$ cat src/rtl/lpc_pkg.sv
// Shared constants and state encoding for the LPC analysis frame path.
package lpc_pkg;

  localparam int LPC_FRAME_LEN = 160;
  localparam int LPC_ORDER     = 10;
  localparam int LPC_DATA_W    = 16;
  localparam int LPC_LAG_W     = 4;

  typedef enum logic [1:0] {
    FILL,
    RD_A,
    RD_B,
    OUT
  } state_t;

endpackage

$ cat src/rtl/frame_buf_ctrl_if.sv
// Sample stream, register-file port pair and operand-pair stream of frame_buf_ctrl.
interface frame_buf_ctrl_if
  import lpc_pkg::*;
#(
  parameter int ADDR_W = 8,
  parameter int DATA_W = LPC_DATA_W
);

  logic                 s_valid;
  logic                 s_ready;
  logic [DATA_W-1:0]    s_data;

  logic                 rf_wen;
  logic [ADDR_W-1:0]    rf_waddr;
  logic [DATA_W-1:0]    rf_din;
  logic [ADDR_W-1:0]    rf_raddr;
  logic [DATA_W-1:0]    rf_dout;

  logic                 p_valid;
  logic                 p_ready;
  logic [DATA_W-1:0]    p_a;
  logic [DATA_W-1:0]    p_b;
  logic [LPC_LAG_W-1:0] p_lag;
  logic                 p_last_lag;
  logic                 p_last;

  logic                 busy;

  modport master (
    input  s_valid, s_data, rf_dout, p_ready,
    output s_ready, rf_wen, rf_waddr, rf_din, rf_raddr,
           p_valid, p_a, p_b, p_lag, p_last_lag, p_last, busy
  );

  modport slave (
    output s_valid, s_data, rf_dout, p_ready,
    input  s_ready, rf_wen, rf_waddr, rf_din, rf_raddr,
           p_valid, p_a, p_b, p_lag, p_last_lag, p_last, busy
  );

endinterface

$ cat src/rtl/acf_addr_gen.sv
// n/k sweep counters for the autocorrelation replay: n runs 0..FRAME_LEN-1-k per lag k.
// Latency: counters step one cycle after advance; nk and flags are combinational from n/k.
// Backpressure: holds whenever advance is low.
module acf_addr_gen
  import lpc_pkg::*;
#(
  parameter int FRAME_LEN = LPC_FRAME_LEN,
  parameter int ORDER     = LPC_ORDER,
  parameter int ADDR_W    = 8
) (
  input  logic                 clk,
  input  logic                 reset,
  input  logic                 clear,
  input  logic                 advance,
  output logic [ADDR_W-1:0]    n,
  output logic [LPC_LAG_W-1:0] k,
  output logic [ADDR_W-1:0]    nk,
  output logic                 last_lag,
  output logic                 last
);

  logic [ADDR_W-1:0] n_end;

  assign n_end    = ADDR_W'(FRAME_LEN - 1) - ADDR_W'(k);
  assign nk       = n + ADDR_W'(k);
  assign last_lag = (n == n_end);
  assign last     = last_lag && (k == LPC_LAG_W'(ORDER));

  always_ff @(posedge clk or posedge reset) begin
    if (reset) begin
      n <= '0;
      k <= '0;
    end else if (clear) begin
      n <= '0;
      k <= '0;
    end else if (advance) begin
      // Wrapping to zero after the final pair leaves the counters ready for the next frame.
      if (last) begin
        n <= '0;
        k <= '0;
      end else if (last_lag) begin
        n <= '0;
        k <= k + 1'b1;
      end else begin
        n <= n + 1'b1;
      end
    end
  end

endmodule

$ cat src/rtl/frame_buf_ctrl.sv
// Fills the sample register file with one frame, then replays it as (x[n], x[n+k]) pairs.
// Latency: first pair valid 2 cycles after sweep start, then one pair per 3 cycles.
// Backpressure: s_ready low for the whole sweep; p_ready low holds the pair indefinitely.
module frame_buf_ctrl
  import lpc_pkg::*;
#(
  parameter int FRAME_LEN = LPC_FRAME_LEN,
  parameter int ORDER     = LPC_ORDER,
  parameter int ADDR_W    = 8,
  parameter int DATA_W    = LPC_DATA_W
) (
  input  logic              clk,
  input  logic              reset,
  frame_buf_ctrl_if.master  bus
);

  state_t                 state;
  logic [ADDR_W-1:0]      wcnt;
  logic [ADDR_W-1:0]      raddr_q;
  logic [DATA_W-1:0]      a_q;
  logic [DATA_W-1:0]      b_q;
  logic [LPC_LAG_W-1:0]   lag_q;
  logic                   last_lag_q;
  logic                   last_q;

  logic                   accept;
  logic                   clear;
  logic                   advance;
  logic [ADDR_W-1:0]      n;
  logic [LPC_LAG_W-1:0]   k;
  logic [ADDR_W-1:0]      nk;
  logic                   last_lag;
  logic                   last;

  assign bus.s_ready  = (state == FILL);
  assign accept       = bus.s_valid & bus.s_ready;
  assign bus.rf_wen   = accept;
  assign bus.rf_waddr = wcnt;
  assign bus.rf_din   = bus.s_data;

  assign clear   = accept && (wcnt == ADDR_W'(FRAME_LEN - 1));
  assign advance = (state == OUT) && bus.p_ready;

  assign bus.p_valid    = (state == OUT);
  assign bus.p_a        = a_q;
  assign bus.p_b        = b_q;
  assign bus.p_lag      = lag_q;
  assign bus.p_last_lag = last_lag_q;
  assign bus.p_last     = last_q;
  assign bus.busy       = (state != FILL);

  // The register file reads combinationally, so the address must be live in the read states.
  always_comb begin
    bus.rf_raddr = raddr_q;
    if (state == RD_A) begin
      bus.rf_raddr = n;
    end else if (state == RD_B) begin
      bus.rf_raddr = nk;
    end
  end

  acf_addr_gen #(
    .FRAME_LEN (FRAME_LEN),
    .ORDER     (ORDER),
    .ADDR_W    (ADDR_W)
  ) u_addr_gen (
    .clk      (clk),
    .reset    (reset),
    .clear    (clear),
    .advance  (advance),
    .n        (n),
    .k        (k),
    .nk       (nk),
    .last_lag (last_lag),
    .last     (last)
  );

  always_ff @(posedge clk or posedge reset) begin
    if (reset) begin
      state      <= FILL;
      wcnt       <= '0;
      raddr_q    <= '0;
      a_q        <= '0;
      b_q        <= '0;
      lag_q      <= '0;
      last_lag_q <= 1'b0;
      last_q     <= 1'b0;
    end else begin
      raddr_q <= bus.rf_raddr;
      case (state)
        FILL: begin
          if (accept) begin
            if (clear) begin
              wcnt  <= '0;
              state <= RD_A;
            end else begin
              wcnt <= wcnt + 1'b1;
            end
          end
        end
        RD_A: begin
          a_q   <= bus.rf_dout;
          state <= RD_B;
        end
        RD_B: begin
          b_q        <= bus.rf_dout;
          lag_q      <= k;
          last_lag_q <= last_lag;
          last_q     <= last;
          state      <= OUT;
        end
        OUT: begin
          if (bus.p_ready) begin
            state <= last_q ? FILL : RD_A;
          end
        end
        default: state <= FILL;
      endcase
    end
  end

endmodule

$ cat src/flat_wrapper.sv
// flat-port wrapper written by rule: the top's interface ports become plain ports
module frame_buf_ctrl_flat import lpc_pkg::*;
#(
  parameter int FRAME_LEN = LPC_FRAME_LEN,
  parameter int ORDER     = LPC_ORDER,
  parameter int ADDR_W    = 8,
  parameter int DATA_W    = LPC_DATA_W
)
  (clk, reset, bus_s_valid, bus_s_data, bus_rf_dout, bus_p_ready, bus_s_ready, bus_rf_wen, bus_rf_waddr, bus_rf_din, bus_rf_raddr, bus_p_valid, bus_p_a, bus_p_b, bus_p_lag, bus_p_last_lag, bus_p_last, bus_busy);
  frame_buf_ctrl_if #(.ADDR_W(ADDR_W), .DATA_W(DATA_W)) bus_i ();
  input  logic clk;
  input  logic reset;
  input wire logic [$bits(bus_i.s_valid)-1:0] bus_s_valid;
  input wire logic [$bits(bus_i.s_data)-1:0] bus_s_data;
  input wire logic [$bits(bus_i.rf_dout)-1:0] bus_rf_dout;
  input wire logic [$bits(bus_i.p_ready)-1:0] bus_p_ready;
  output wire logic [$bits(bus_i.s_ready)-1:0] bus_s_ready;
  output wire logic [$bits(bus_i.rf_wen)-1:0] bus_rf_wen;
  output wire logic [$bits(bus_i.rf_waddr)-1:0] bus_rf_waddr;
  output wire logic [$bits(bus_i.rf_din)-1:0] bus_rf_din;
  output wire logic [$bits(bus_i.rf_raddr)-1:0] bus_rf_raddr;
  output wire logic [$bits(bus_i.p_valid)-1:0] bus_p_valid;
  output wire logic [$bits(bus_i.p_a)-1:0] bus_p_a;
  output wire logic [$bits(bus_i.p_b)-1:0] bus_p_b;
  output wire logic [$bits(bus_i.p_lag)-1:0] bus_p_lag;
  output wire logic [$bits(bus_i.p_last_lag)-1:0] bus_p_last_lag;
  output wire logic [$bits(bus_i.p_last)-1:0] bus_p_last;
  output wire logic [$bits(bus_i.busy)-1:0] bus_busy;
  assign bus_i.s_valid = bus_s_valid;
  assign bus_i.s_data = bus_s_data;
  assign bus_i.rf_dout = bus_rf_dout;
  assign bus_i.p_ready = bus_p_ready;
  assign bus_s_ready = bus_i.s_ready;
  assign bus_rf_wen = bus_i.rf_wen;
  assign bus_rf_waddr = bus_i.rf_waddr;
  assign bus_rf_din = bus_i.rf_din;
  assign bus_rf_raddr = bus_i.rf_raddr;
  assign bus_p_valid = bus_i.p_valid;
  assign bus_p_a = bus_i.p_a;
  assign bus_p_b = bus_i.p_b;
  assign bus_p_lag = bus_i.p_lag;
  assign bus_p_last_lag = bus_i.p_last_lag;
  assign bus_p_last = bus_i.p_last;
  assign bus_busy = bus_i.busy;
  frame_buf_ctrl #(.FRAME_LEN(FRAME_LEN), .ORDER(ORDER), .ADDR_W(ADDR_W), .DATA_W(DATA_W)) u_core (.clk(clk), .reset(reset), .bus(bus_i));
endmodule
$ cat config.mk
export PLATFORM = sky130hd
export DESIGN_NAME = frame_buf_ctrl_flat
export DESIGN_NICKNAME = d
export VERILOG_FILES = /design/src/rtl/lpc_pkg.sv /design/src/rtl/frame_buf_ctrl_if.sv /design/src/rtl/acf_addr_gen.sv /design/src/rtl/frame_buf_ctrl.sv /design/src/flat_wrapper.sv
export SDC_FILE = /design/constraint.sdc
export NUM_CORES = 1
export LEC_CHECK = 0
export CAP_MARGIN = 20
export CORE_UTILIZATION = 40
export CTS_CLUSTER_SIZE = 8
export DETAILED_ROUTE_END_ITERATION = 8
export PLACE_DENSITY = 0.84
export SKIP_LAST_GASP = 1
export SLEW_MARGIN = 20
export SYNTH_ARGS = -nofsm -noshare
export SYNTH_HDL_FRONTEND = slang
export SYNTH_SLANG_ARGS = --single-unit
$ cat constraint.sdc
create_clock -name clk -period 2.15 [get_ports clk]
set_input_delay 0.43 -clock clk [delete_from_list [all_inputs] [get_ports clk]]
set_output_delay 0.43 -clock clk [all_outputs]
set_load 0.02 [all_outputs]
---- After elaboration in Yosys (flattened, before gate mapping) ----
Cells that the tools add are included.
word-level totals
  register bits after elaboration ......... 68
  bits of input ports ..................... 36
  output and inout bits ................... 74
  logic and storage cells ................. 51
cells by class
  add/sub/neg operators ................... 5
  equal/unequal tests ..................... 9
  multiplexer cells ....................... 16
  bitwise logic cells ..................... 1
  reduce and logical (&&, ||, !) cells .... 10
operator list
  cell                 number
  $mux 8               7
  $add 8x1->8 const B  2
  $mux 4               4
  $add 8x4->8          1
  $eq 8x8->1           1
  $eq 8x8->1 const B   1
  $pmux 2 s4           1
  $sub 8x4->8 const A  1
  $mux 2               3
  $ne 2x2->1 const B   3
  $add 4x1->4 const B  1
  $eq 2x2->1 const B   2
  $eq 4x4->1 const B   1
  $reduce_and 2->1     2
  $reduce_bool 2->1    2
  $logic_and 1x1->1    3
  $reduce_and 3->1     1
  $reduce_bool 3->1    1
  $eq 2x1->1 const B   1
  $logic_not 2->1      1
  $and 1x1->1          1
  $mux 1               1

---- Longest topological paths before layout ----
  depth after elaboration ................. 6
  gate-level depth with buffers ........... 8
  mapped depth without buffers ............ 8

---- Cells and area by module ----
Synthesis repeated with hierarchy kept, for this count alone.
second synthesis, totals
  cells, all modules ...................... 298
  area, all modules ....................... 3408.3 um2
by module, submodules not included
  module          instances  cells an instance  area an instance (um2)  seq. area each (um2)
  frame_buf_ctrl  1          189                2481.1                  1401.3
  acf_addr_gen    1          109                927.1                   300.3

---- Worst setup path after synthesis ----
No wires, ideal clock.
  kind .................................... reg-to-output
  start point ............................. reg u_core.u_addr_gen.k[0]
  end point ............................... out bus_rf_raddr[6]
  arrival time ............................ 2.002 ns
  required time ........................... 1.720 ns
  setup slack ............................. -0.282 ns
  stages on the path, launching flop included .. 9
  path buffers ............................ 0
  path through ............................ dfrtp_1 -> ha_1 -> inv_1 -> fa_1 -> nor2b_1 -> o21ai_0 -> nand2b_1 -> a311oi_1 -> nor3_1
between the ends
  longest elaborated chain between the ends .. 3
ends and longest elaborated chain
  element                 RTL line              text
  from (decl)             acf_addr_gen.sv:16    output logic [LPC_LAG_W-1:0] k,
  from (signal assigned)  acf_addr_gen.sv:43    k <= k + 1'b1;
  $add 8x4->8             acf_addr_gen.sv:25    assign nk = n + ADDR_W'(k);
  $mux 8                  frame_buf_ctrl.sv:57  end else if (state == RD_B) begin
  $mux 8                  frame_buf_ctrl.sv:55  if (state == RD_A) begin
  to (decl)               flat_wrapper.sv:21    output wire logic [$bits(bus_i.rf_raddr)-1:0] bus_rf_raddr;
No other way between the ends.

---- Worst setup path after layout ----
Same ends and word-level chain as after synthesis.

==> key figures <==
Synthesis
  – Gate Count Post-Synth: 295
  – Area share of the largest cell type after synthesis: between 50 and 60%
  – Top cell type by total area after synthesis: dfrtp_1
  – Synth Net Count: roughly 350
  – Register area share after synthesis: 50.8%
  – Top cells by area, synth: dfrtp_1 51%, mux2_2 12%, ha_1 4.9%
  – Synth cell types: between 40 and 50
  – Cell Area, Synth: approximately 3300 um2
  – Most numerous cell in the Yosys netlist: dfrtp_1
  – Avg Cell Area, Syn: 11.3 um2
  – Async SR Flop Fraction: 100%
  – EDFF count, synth: 0
  – Top cells by count, synth: 68 x dfrtp_1, 37 x mux2_2, 19 x nand2_1
  – Warnings from Yosys: 0
  – Ys flop type: dfrtp_1
  – FF+latch count, synth: 68

Routing
  – WL per Instance: approximately 16 um
  – Total Wirelength: around 8.2 mm
  – Post-DRT Antenna Nets: 0
  – Vias after detailed routing: ~2,700
  – # DRC: 0
  – DR pass1 iterations: 4
  – DRT iter0 DRCs: 99
  – Vias per cell: 5.13

Place
  – Worst slack, placed: -635 ps
  – RD Place Congestion: a little over 0.8
  – Port bufs: 77
  – HPWL Detailed: about 5.5 mm
  – Area after DPL: ~4400 um2

Cells and area
  – Syn-to-layout area delta: 43.9%
  – Final nets: 457
  – Final Instance Area: roughly 4800 um2
  – Layout cells sized above 1: roughly a third
  – Number of antenna diodes: 0
  – Seq. cell area: around 1700 um2
  – Area of the multi-input gates: roughly 1600 um2
  – Filler instances: 647

Critical path
  – Slowest stage delay, CP: 370 ps
  – Crit-path cells: ha_2 -> inv_2 -> fa_2 -> nor2b_4 -> o21ai_2 -> nand2b_1 -> a311oi_2 -> nor3_2 -> buf_4
  – Crit path required time: around 1700 ps
  – Crit-path leading delay family: adder cells
  – WP buf/inv: 2
  – Kind of critical path: flop to output pin
  – Crit Path Max Fanout: 3
  – CP max stage cell: dfrtp_1
  – Critical Path AT: between 2000 and 2500 ps
  – CP Capture Type: output pin
  – Nature of the critical path startpoint: flop

STA
  – RSZ-0062 raised after global routing: yes
  – Hold_ws: around 480 ps
  – Max Slew Vio Count: 0
  – Clock Skew: roughly 10 ps
  – Least-Margin Pin Slew: 493 ps
  – Setup_tns: -2670 ps
  – Final-report setup violation count: 7
  – Fin crit share: 123%
  – Final hold vios: 0
  – Max frequency: between 0.3 and 0.4 GHz
  – Fin crit period: ~2600 ps
  – Min setup slack post-route: -495 ps
  – Rel. slew slack: 67.2%

GRT
  – Total congestion overflow: 0
  – Initial antenna violation count: 0
  – Largest net degree at the start of global routing: 39
  – GR Util All Layers: 19.2%
  – Vias in the first global route: approximately 2,800
  – First-pass GRT wire length: ~13 mm

Worst hold path
  – HP Class: input port to asynchronous set/reset pin

Power and ir drop
  – Lkg Pwr: about 2.2 nW
  – Power share of the clock group: 39.1%
  – Power density cells: about 590 nW/um2
  – Worst vdd ir: 0.326 mV
  – Sw Share: around a quarter
  – NetSw: approximately 0.74 mW
  – Internal Power: between 2 and 2.5 mW
  – Combinational power share: between 10% and 20%
  – Seq pwr share: between 40% and 50%

Clock network
  – CTS Buf Count: 9
  – Max Buffers Root-to-Sink: 2
  – CTS root buffer: clkbuf_8
  – TritonCTS clock tree: yes
  – H-tree depth: 3
  – Clock slew at reported path FFs: about 80 ps
  – Worst skew pair latency: approximately 350 ps
  – Hold_buf cts: 0
  – # clock sinks: 68

Status
  – Status: finished with violations
  – Failing checks: negative setup slack

Die
  – DIE AREA: between 8000 and 9000 um2
  – Core ar.: roughly 8200 um2
  – I/O pin cnt: 110
  – Die width: ~93 um
  – Initial Util: around two fifths
  – Row count: 33
  – Die height: a little over 90 um

Job
  – Max-cap viol count: 0
cells in the final DEF (no fill, tap or decap), types with 4 or more instances in the layout:
master,instances
a21oi_1,7
a21oi_2,4
buf_4,53
clkbuf_8,11
clkdlybuf4s50_1,65
dfrtp_1,67
dlygate4sd2_1,4
ha_1,8
ha_4,4
inv_1,8
mux2_2,37
mux2i_1,5
nand2_1,19
nand3_1,7
nand4_1,5
nor2_1,15
nor2b_1,5
nor3_1,6
o21ai_0,7
o21ai_1,5
o22ai_1,4
xnor2_1,4
power by group through the flow:
stage               combinational (mW)  clock (mW)  sequential, mW
detailed placement               0.326           0            1.42
floorplan                        0.143           0            1.47
global placement                 0.317           0            1.42
finish                           0.324        1.11            1.40
global route                     0.348        1.20            1.41
CTS                              0.327        1.13            1.40
flip-flops by register name, summed over array words and instances (netlist names):
signal	count
u_core.bus.p_last_lag	1
u_core.bus.p_last	1
u_core.bus.rf_waddr	8
u_core.raddr_q	8
u_core.bus.p_lag	4
u_core.bus.p_b	16
u_core.u_addr_gen.k	4
u_core.bus.p_a	16
u_core.u_addr_gen.n	8
u_core.state	2
worst paths after layout:
| check | startpoint | endpoint | slack [ps] | cells after the start |
|---|---|---|---|---|
| min in group clk | u_core.bus.p_lag[0] | u_core.bus.p_lag[0] | 500 | 1 |
| min reg2reg | u_core.bus.p_lag[0] | u_core.bus.p_lag[0] | 500 | 1 |
| max in group asynchronous | reset | u_core.state[0] | 1260 | 3 |
| max reg2reg | u_core.state[1] | u_core.u_addr_gen.n[6] | 70 | 9 |
| max | u_core.u_addr_gen.k[0] | bus_rf_raddr[6] | -500 | 9 |
| min | reset | u_core.bus.p_b[7] | 480 | 3 |
metal layers:
| layer | vias up | share of wire [%] | GRT usage, % |
|---|---|---|---|
| li1 | 1245 | - | - |
| met1 | 1294 | 41 | 22.4 |
| met2 | 81 | 50 | 32.4 |
| met3 | 30 | 5.2 | 5.45 |
| met4 | 0 | 3.0 | 9.36 |
| met5 | - | 0 | 0 |
cells by family after synthesis:
group                      share of synthesized area, %
DFF                                                50.8
and+or+nand+nor                                    13.2
buffers and inverters                              6.28
adders and majority gates                          5.46
xor gates and xnor gates                           1.57
AOI/OAI and AO/OA                                  8.33
muxes                                              14.4
per-stage QoR:
stage	total power, mW	instances	util [%]
3_5_place_dp	1.75	487	53.5
5_1_grt	2.96	517	59.0
2_1_floorplan	1.61	295	-
6_report	2.84	517	59.0
3_3_place_gp	1.74	487	53.5
4_1_cts	2.86	507	56.8
worst min-delay path: cells and delay by family:
| kind | cells | cell delay [ps] |
|---|---|---|
| buf+inv | 3 | 810 |
area by class of cell:
| type | instances | area share (%) |
|---|---|---|
| inverters | 12 | 1.01 |
| flip-flops and latches | 68 | 35.3 |
| multi-input cells | 188 | 32.8 |
| repair buffers | 128 | 23.8 |
| clock inverters | 5 | 1.22 |
| clock buffers | 11 | 3.14 |
| well taps | 105 | 2.73 |
timing repair:
| item | 4_1_cts | 5_1_grt |
|---|---|---|
| pin swaps | 8 | 14 |
| cloned | 0 | 0 |
| setup buffers | 4 | 10 |
| resized for setup | 50 | 28 |
| endpoints found under the setup margin | 12 | 17 |
Note: power is estimated with default switching activity, not from simulation.
